$ cat src/rtl/mem_access_unit.sv
// rtl/mem_access_unit.sv - RV32 load/store access unit between the EX/MEM stage and a busywait data memory.
// Validates, latches and issues one memory transfer per request, then formats load data for MEM/WB.
module mem_access_unit (
  input  logic        CLK,
  input  logic        RESET,
  input  logic        IN_MEM_READ,
  input  logic        IN_MEM_WRITE,
  input  logic [2:0]  IN_FUNC3,
  input  logic [31:0] IN_ADDRESS,
  input  logic [31:0] IN_WRITE_DATA,
  output logic [31:0] OUT_DMEM_OUT,
  output logic        BUSYWAIT,
  output logic        OUT_ACCESS_FAULT,
  output logic        MEM_READ,
  output logic        MEM_WRITE,
  output logic [29:0] MEM_ADDRESS,
  output logic [3:0]  MEM_BYTE_EN,
  output logic [31:0] MEM_WRITEDATA,
  input  logic [31:0] MEM_READDATA,
  input  logic        MEM_BUSYWAIT
);

  typedef enum logic [1:0] {
    S_IDLE   = 2'd0,
    S_ACCESS = 2'd1,
    S_DONE   = 2'd2
  } state_t;

  state_t      r_state;
  state_t      w_next_state;

  logic        r_is_load;
  logic [2:0]  r_func3;
  logic [1:0]  r_addr_lo;
  logic        r_mem_read;
  logic        r_mem_write;
  logic [29:0] r_mem_address;
  logic [3:0]  r_byte_en;
  logic [31:0] r_writedata;
  logic [31:0] r_dmem_out;
  logic        r_fault;

  logic        w_req_any;
  logic        w_func3_legal;
  logic        w_misaligned;
  logic        w_valid;
  logic        w_illegal;
  logic        w_accept;
  logic        w_complete;
  logic [3:0]  w_byte_en;
  logic [31:0] w_writedata;
  logic [7:0]  w_lane_byte;
  logic [15:0] w_lane_half;
  logic [31:0] w_load_fmt;

  // Request qualification: one direction only, legal funct3, natural alignment.
  assign w_req_any = IN_MEM_READ | IN_MEM_WRITE;

  always_comb begin
    w_func3_legal = 1'b0;
    if (IN_MEM_READ) begin
      case (IN_FUNC3)
        3'b000, 3'b001, 3'b010, 3'b100, 3'b101: w_func3_legal = 1'b1;
        default:                                 w_func3_legal = 1'b0;
      endcase
    end else begin
      case (IN_FUNC3)
        3'b000, 3'b001, 3'b010: w_func3_legal = 1'b1;
        default:                w_func3_legal = 1'b0;
      endcase
    end
  end

  assign w_misaligned = ((IN_FUNC3[1:0] == 2'b01) && IN_ADDRESS[0]) ||
                        ((IN_FUNC3[1:0] == 2'b10) && (IN_ADDRESS[1:0] != 2'b00));
  assign w_valid      = (IN_MEM_READ ^ IN_MEM_WRITE) && w_func3_legal && !w_misaligned;
  assign w_illegal    = w_req_any && !w_valid;
  assign w_accept     = (r_state == S_IDLE) && w_valid;
  assign w_complete   = (r_state == S_ACCESS) && !MEM_BUSYWAIT;

  always_comb begin
    w_byte_en   = 4'b1111;
    w_writedata = IN_WRITE_DATA;
    if (IN_MEM_WRITE) begin
      case (IN_FUNC3[1:0])
        2'b00: begin
          w_byte_en   = 4'b0001 << IN_ADDRESS[1:0];
          w_writedata = {4{IN_WRITE_DATA[7:0]}};
        end
        2'b01: begin
          w_byte_en   = 4'b0011 << IN_ADDRESS[1:0];
          w_writedata = {2{IN_WRITE_DATA[15:0]}};
        end
        default: begin
          w_byte_en   = 4'b1111;
          w_writedata = IN_WRITE_DATA;
        end
      endcase
    end
  end

  // Load formatting uses the latched offset, never the live pipeline address.
  always_comb begin
    case (r_addr_lo)
      2'b00:   w_lane_byte = MEM_READDATA[7:0];
      2'b01:   w_lane_byte = MEM_READDATA[15:8];
      2'b10:   w_lane_byte = MEM_READDATA[23:16];
      default: w_lane_byte = MEM_READDATA[31:24];
    endcase
    w_lane_half = r_addr_lo[1] ? MEM_READDATA[31:16] : MEM_READDATA[15:0];
    case (r_func3)
      3'b000:  w_load_fmt = {{24{w_lane_byte[7]}}, w_lane_byte};
      3'b001:  w_load_fmt = {{16{w_lane_half[15]}}, w_lane_half};
      3'b100:  w_load_fmt = {24'd0, w_lane_byte};
      3'b101:  w_load_fmt = {16'd0, w_lane_half};
      default: w_load_fmt = MEM_READDATA;
    endcase
  end

  always_ff @(posedge CLK) begin
    if (RESET) begin
      r_state <= S_IDLE;
    end else begin
      r_state <= w_next_state;
    end
  end

  always_comb begin
    w_next_state = r_state;
    case (r_state)
      S_IDLE:   if (w_valid) w_next_state = S_ACCESS;
      S_ACCESS: if (!MEM_BUSYWAIT) w_next_state = S_DONE;
      S_DONE:   w_next_state = S_IDLE;
      default:  w_next_state = S_IDLE;
    endcase
  end

  // The stall is raised in the accepting IDLE cycle so the pipeline freezes immediately.
  always_comb begin
    BUSYWAIT = 1'b0;
    if (!RESET) begin
      case (r_state)
        S_IDLE:   BUSYWAIT = w_valid;
        S_ACCESS: BUSYWAIT = 1'b1;
        default:  BUSYWAIT = 1'b0;
      endcase
    end
  end

  always_ff @(posedge CLK) begin
    if (RESET) begin
      r_is_load     <= 1'b0;
      r_func3       <= 3'b000;
      r_addr_lo     <= 2'b00;
      r_mem_read    <= 1'b0;
      r_mem_write   <= 1'b0;
      r_mem_address <= 30'd0;
      r_byte_en     <= 4'b0000;
      r_writedata   <= 32'd0;
      r_dmem_out    <= 32'd0;
      r_fault       <= 1'b0;
    end else begin
      r_fault <= (r_state == S_IDLE) && w_illegal;
      if (w_accept) begin
        r_is_load     <= IN_MEM_READ;
        r_func3       <= IN_FUNC3;
        r_addr_lo     <= IN_ADDRESS[1:0];
        r_mem_read    <= IN_MEM_READ;
        r_mem_write   <= IN_MEM_WRITE;
        r_mem_address <= IN_ADDRESS[31:2];
        r_byte_en     <= w_byte_en;
        r_writedata   <= w_writedata;
      end else if (w_complete) begin
        r_mem_read  <= 1'b0;
        r_mem_write <= 1'b0;
        if (r_is_load) begin
          r_dmem_out <= w_load_fmt;
        end
      end
    end
  end

  assign OUT_DMEM_OUT     = r_dmem_out;
  assign OUT_ACCESS_FAULT = r_fault;
  assign MEM_READ         = r_mem_read;
  assign MEM_WRITE        = r_mem_write;
  assign MEM_ADDRESS      = r_mem_address;
  assign MEM_BYTE_EN      = r_byte_en;
  assign MEM_WRITEDATA    = r_writedata;

endmodule
$ cat config.mk
export PLATFORM = sky130hd
export DESIGN_NAME = mem_access_unit
export DESIGN_NICKNAME = d
export VERILOG_FILES = /design/src/rtl/mem_access_unit.sv
export SDC_FILE = /design/constraint.sdc
export NUM_CORES = 1
export LEC_CHECK = 0
export ABC_AREA = 1
export BUFFER_PORTS_ARGS = -buffer_cell sky130_fd_sc_hd__buf_4
export CORE_ASPECT_RATIO = 0.8
export CORE_UTILIZATION = 30
export CTS_CLUSTER_DIAMETER = 50
export DETAILED_ROUTE_END_ITERATION = 8
export PLACE_DENSITY_LB_ADDON = 0.1
export SKIP_CTS_REPAIR_TIMING = 1
export SYNTH_ARGS = -nofsm -noshare
export SYNTH_HDL_FRONTEND = slang
export SYNTH_SLANG_ARGS = --single-unit
$ cat constraint.sdc
create_clock -name CLK -period 2 [get_ports CLK]
set_input_delay 0.1 -clock CLK [delete_from_list [all_inputs] [get_ports CLK]]
set_output_delay 0.1 -clock CLK [all_outputs]
set_load 0.01 [all_outputs]
==> results of run 1 <==
## layout by cell type (no fill, tap or decap), drive strengths merged, types with 14 or more instances in the layout
cell type    instances
o21a                17
a21oi               88
o21ai               19
dlygate4sd3         14
buf                225
nor2                16
dfxtp              109
nand3               42
inv                 54
nand2              350
## kinds of logic after synthesis
group | after synthesis | share of synthesized area (%)
flops | 109 | 42.9
buf+inv | 96 | 7.85
simple gates | 431 | 34.6
fa+ha+maj | 1 | 0.246
compound gates | 132 | 14.5
## worst max-delay path: stages (launching register included)
cell	delay, ps
dfxtp_1	360
nor2_1	210
nand3_2	150
buf_12	240
a21oi_1	160
buf_4	130
## power groups by stage
stage,sequential (mW),combinational [mW],clock [mW]
6_report,2.31,0.933,1.92
5_1_grt,2.32,1.04,2.07
4_1_cts,2.31,0.919,1.98
3_5_place_dp,2.36,0.916,0
3_3_place_gp,2.36,0.921,0
2_1_floorplan,2.39,0.432,0
## cell usage after synthesis
master / instances
o21ai_1: 2
ha_1: 1
or2_2: 8
nand3_1: 41
nand4_2: 2
nor3b_1: 4
a21boi_1: 1
o211ai_1: 2
dfxtp_1: 109
clkinv_1: 2
a21oi_1: 88
nor2_1: 13
inv_1: 45
nor2_2: 3
buf_2: 10
inv_2: 5
o21ai_0: 17
nand3_2: 1
buf_4: 1
o211a_1: 5
nor4_1: 1
clkbuf_1: 30
nand2_1: 350
buf_6: 3
o21a_1: 17
nand4_1: 8
## flip-flops by register name (all words and copies together) (netlist names)
register          count
MEM_ADDRESS          30
MEM_BYTE_EN           4
MEM_READ              1
MEM_WRITE             1
MEM_WRITEDATA        32
OUT_ACCESS_FAULT      1
OUT_DMEM_OUT         32
r_addr_lo             2
r_func3               3
r_is_load             1
r_state               2
## per-stage QoR
stage          power (mW)  instances
2_1_floorplan        2.82        769
3_3_place_gp         3.28       1170
3_5_place_dp         3.28       1170
4_1_cts              5.21       1186
5_1_grt              5.44       1200
6_report             5.16       1200
## routing by layer
layer / part of all wire (%) / wire length [um] / vias up / global-route usage (%)
met5: 0 / 0 / - / 0
met4: 1.3 / 216 / 0 / 5.48
met3: 7.9 / 1330 / 15 / 6.29
met2: 44 / 7340 / 151 / 29.2
met1: 47 / 7890 / 2379 / 26.2
li1: - / - / 2863 / -
## how the worst max path moves through the flow
| stage | startpoint | to | slack (ps) | cells after the start |
|---|---|---|---|---|
| 2_1_floorplan | IN_MEM_WRITE | BUSYWAIT | 120 | 9 |
| 3_5_place_dp | IN_MEM_WRITE | MEM_WRITEDATA[9]$_SDFFE_PP0P_ | 470 | 9 |
| 4_1_cts | r_state[0]$_SDFFE_PP0P_ | BUSYWAIT | 230 | 5 |
| 3_3_place_gp | IN_MEM_WRITE | MEM_ADDRESS[13]$_SDFFE_PP0P_ | 490 | 10 |
| 6_report | r_state[0]$_SDFFE_PP0P_ | BUSYWAIT | 270 | 5 |
| 5_1_grt | r_state[0]$_SDFFE_PP0P_ | BUSYWAIT | 140 | 5 |
## cell type report
cell class                      instances  area [sq um]  share of cell area [%]
Sequential cell                       109          2180                    29.8
Clock buffer                            9           225                    3.07
Tap cell                              220           275                    3.76
Clock inverter                          7          87.6                    1.20
Inverter                               52           195                    2.66
Timing Repair Buffer                  239          1850                    25.3
Multi-Input combinational cell        564          2510                    34.2
==> run metrics, run 1 <==
sequential area share after synthesis roughly 43%; hold path start IN_ADDRESS[4]; HP Class input pin to register; worst r2r path cells 5; CTS clk-pin slew, worst paths around 80 ps; hold endpoint MEM_ADDRESS[2]$_SDFFE_PP0P_; CP Capture Type output pin; first-pass GRT wire length approximately 27,000 um; global placement routability congestion about 0.83; hold path depth 3; Net Sw Frac 28.6%; clk_skew ~10 ps; Critical Path Fanout Max 81; number of antenna violations at the first check in global routing 0; io pins approximately 210; crit path time final 1730 ps; total global-route track usage around 19%; flop and latch count out of synthesis around 110; via/cell ratio roughly 4.5; fraction of layout cells with a size suffix above 1 26.5%; dpl ws approximately 470 ps; Yosys top cell area share 42.9%; Worst VDD drop 428 uV; syn_area_per_cell 6.62 sq um; Max Fclk approximately 580 MHz; TNS Setup 0 ps; Skew-Pair Late Insertion Delay approximately 360 ps; Sink Count approximately 110; sequential share of power between 40% and 50%; synth top area cells dfxtp_1, nand2_1, a21oi_1; root buf cell clkbuf_16; Cells after Synth 769; Reg-to-Reg Start r_state[0]$_SDFFE_PP0P_; share of total power in the clock network between 30 and 40%; Die ar. roughly 0.017 sq mm; nets@finish about 1,100; routed wire length between 15,000 and 20,000 um; DP Wirelength approximately 12,000 um; RR Endpoint OUT_DMEM_OUT[0]$_SDFFE_PP0P_; DR pass1 iterations 4; First DRT Iteration DRCs ~250; port buffer count slightly above 200; leakage power 3.59 nW; Die Y 118 um; endpoints failing hold 8; Slew Limit Fails 0; DIE WIDTH 148 um; Core Area ~0.017 sq mm; worst rel slew slack about three fifths; Hold WS -11.7 ps; cts bufs inserted 9; Setup-failing EPs final 0; Starting Density a little under a third; violated checks negative hold slack; Register-to-Register Setup Slack about 520 ps; largest net degree at the start of global routing 82; WL/cell about 14 um; Post-Syn Nets roughly 870; fill count between 1,500 and 2,000; CTS tree built; status finished with violations; Pint roughly 3.7 mW; Setup WS post-layout about 270 ps; Data arrival, critical path roughly 1600 ps; Vias approximately 5,400; CTS max path bufs 2; synthesized cell area slightly above 0.005 sq mm; Comb pwr share roughly 18%; gr ovfl total 0; dominant cell type by area after synthesis dfxtp_1; YS warnings 0; DRC errors left 0; Unique masters post-synth 26; Period Utilization, post-route between 80% and 90%; Detail Route Antenna Nets 0; final non-filler cell area about 0.0073 sq mm; Switch Pwr approximately 1.5 mW; number of global-route vias before repair 5,076; placed cell areas between 0.006 and 0.007 sq mm; RSZ-0062 raised after global routing false; Power Density 704 mW/mm^2; Slew @ Worst Pin approximately 580 ps; Core Util, Final between 40% and 50%; row cnt 42; CTS H-Tree Depth 3; worst path required time around 1900 ps; CP startpoint kind register; Area Growth Syn to Fin 44.0%; number of max-cap violations 0; Inserted Diodes 0; critical path class register to output pin
No activity file was read; power rests on OpenSTA's default activity.
==> run 2: changes to the inputs <==
Settings changed: RECOVER_POWER from default to 100.
==> run metrics, run 2 (synthesis results as in run 1) <==
violated checks negative hold slack (unchanged); root buf cell clkbuf_16 (unchanged); Switch Pwr 1.47 mW (was 1.48 mW); number of max-cap violations 0 (unchanged); Pint 3.61 mW (was 3.68 mW); Critical Path Fanout Max 81 (unchanged); Starting Density 30.7% (unchanged); commonest non-fill, non-tap cell in the layout nand2_1 (unchanged); HP Class input pin to register (unchanged); DR pass1 iterations 4 (unchanged); row cnt 42 (unchanged); fraction of layout cells with a size suffix above 1 15.4% (was 26.5%); met2 WL post-DR 7330 um (was 7340 um); number of antenna violations at the first check in global routing 0 (unchanged); nets@finish 1,080 (unchanged); endpoints failing hold 8 (unchanged); Comb pwr share 17.0% (was 18.1%); First DRT Iteration DRCs 247 (was 254); met1 wire length 7920 um (was 7890 um); port buffer count 205 (unchanged); final cell count without fillers 1,200 (unchanged); Max stage delay cell, worst path dfxtp_1 (unchanged); first-pass GRT wire length 26,700 um (unchanged); Core Area 0.0166 sq mm (unchanged); Net Sw Frac 28.9% (was 28.6%); status finished with violations (unchanged); placed cell areas 0.00687 sq mm (unchanged); routed wire length 16,800 um (about the same); met3 wire length 1340 um (was 1330 um); Max Fclk 564 MHz (was 579 MHz); Die Y 118 um (unchanged); gr ovfl total 0 (unchanged); Area Growth Syn to Fin 35.8% (was 44.0%); Setup-failing EPs final 0 (unchanged); CTS tree built (unchanged); Detail Route Antenna Nets 0 (unchanged); DP Wirelength 12,000 um (unchanged); worst path required time 1900 ps (about the same); RSZ-0062 raised after global routing false (unchanged); Slew Limit Fails 0 (unchanged); Die ar. 0.0175 sq mm (unchanged); crit path time final 1770 ps (was 1730 ps); Inst Count DP 1,170 (unchanged); WL/cell 14.0 um (about the same); Core Util, Final 41.7% (was 44.3%); critical path's largest stage delay 350 ps (was 360 ps); via/cell ratio 4.53 (was 4.51); Worst VDD drop 417 uV (was 428 uV); CP Capture Type output pin (unchanged); leading cell types in the layout, fill and taps excluded nand2_1, buf_4, dfxtp_1, clkbuf_1, a21oi_1 (was nand2_1, buf_4, dfxtp_1, a21oi_1, inv_1); DRC errors left 0 (unchanged); number of global-route vias before repair 5,076 (unchanged); clk_skew 9.50 ps (was 10.0 ps); total global-route track usage 19.4% (unchanged); CP startpoint kind register (unchanged); max layer used met4 (unchanged); Data arrival, critical path 1670 ps (was 1630 ps); Critical path buffers and inverters 2 (unchanged); CP top delay family buffers and inverters (unchanged); crit path cell chain nor2_1 -> nand3_1 -> buf_12 -> a21oi_1 -> clkbuf_1 (was nor2_1 -> nand3_2 -> buf_12 -> a21oi_1 -> buf_4); share of total power in the clock network 37.6% (was 37.1%); Hold WS -13.9 ps (was -11.7 ps); CTS max path bufs 2 (unchanged); Skew-Pair Late Insertion Delay 360 ps (about the same); sequential share of power 45.4% (was 44.8%); power consumption 5.08 mW (was 5.16 mW); Register-to-Register Setup Slack 250 ps (was 520 ps); cts bufs inserted 9 (unchanged); final non-filler cell area 0.00691 sq mm (was 0.00733 sq mm); critical path class register to output pin (unchanged); Sink Count 109 (unchanged); fill count 1,877 (was 1,782); Setup WS post-layout 228 ps (was 274 ps); Slew @ Worst Pin 600 ps (was 581 ps); CTS clk-pin slew, worst paths 80 ps (about the same); leakage power 3.13 nW (was 3.59 nW); worst rel slew slack 59.9% (was 61.1%); TNS Setup 0 ps (unchanged); io pins 206 (unchanged); Inserted Diodes 0 (unchanged); Power Density 735 mW/mm^2 (was 704 mW/mm^2); Vias 5,435 (was 5,408); largest net degree at the start of global routing 82 (unchanged); CTS H-Tree Depth 3 (unchanged); dpl ws 466 ps (unchanged); Period Utilization, post-route 88.6% (was 86.3%); DIE WIDTH 148 um (unchanged); global placement routability congestion 0.833 (unchanged)
[run 2: cell count changes in the layout (fill, tap and decap cells not counted), sizes merged]
cell and change:
clkbuf +107, buf -107
[run 2: path summary, 6_finish.rpt]
kind	start	depth (start not counted)	end
worst max-delay path	r_state[0]$_SDFFE_PP0P_	5	BUSYWAIT
worst min register to register	MEM_ADDRESS[7]$_SDFFE_PP0P_	2	MEM_ADDRESS[7]$_SDFFE_PP0P_
worst min-delay path	IN_ADDRESS[4]	3	MEM_ADDRESS[2]$_SDFFE_PP0P_
worst max register to register	r_addr_lo[1]$_SDFFE_PP0P_	7	OUT_DMEM_OUT[13]$_SDFFE_PP0P_
[run 2: per-layer routing]
layer  up-vias  track usage (%)
met3        14             6.29
met4         0             5.48
met5         -                0
met2       162             29.2
met1      2396             26.2
li1       2863                -
[run 2: final cells by class]
type                    instances  area (sq um)  share of cell area, %
clock inverters                 7          87.6                   1.27
repair buffers                239          1460                   21.1
inverters                      52           195                   2.82
well taps                     220           275                   3.98
clock buffers                   9           225                   3.26
multi-input cells             564          2490                   36.0
flip-flops and latches        109          2180                   31.6
[run 2: power by group through the flow]
stage                     Clock [mW]  Combinational, mW  Sequential [mW]
final                           1.91              0.862             2.31
after global placement             0              0.921             2.36
after floorplan                    0              0.432             2.39
after global routing            2.07              0.968             2.32
after detailed placement           0              0.916             2.36
after CTS                       1.98              0.919             2.31
[run 2: tightest hold or removal path, cell delays in order]
cell and delay [ps]:
buf_4 100, nand2_1 50, a21oi_1 50
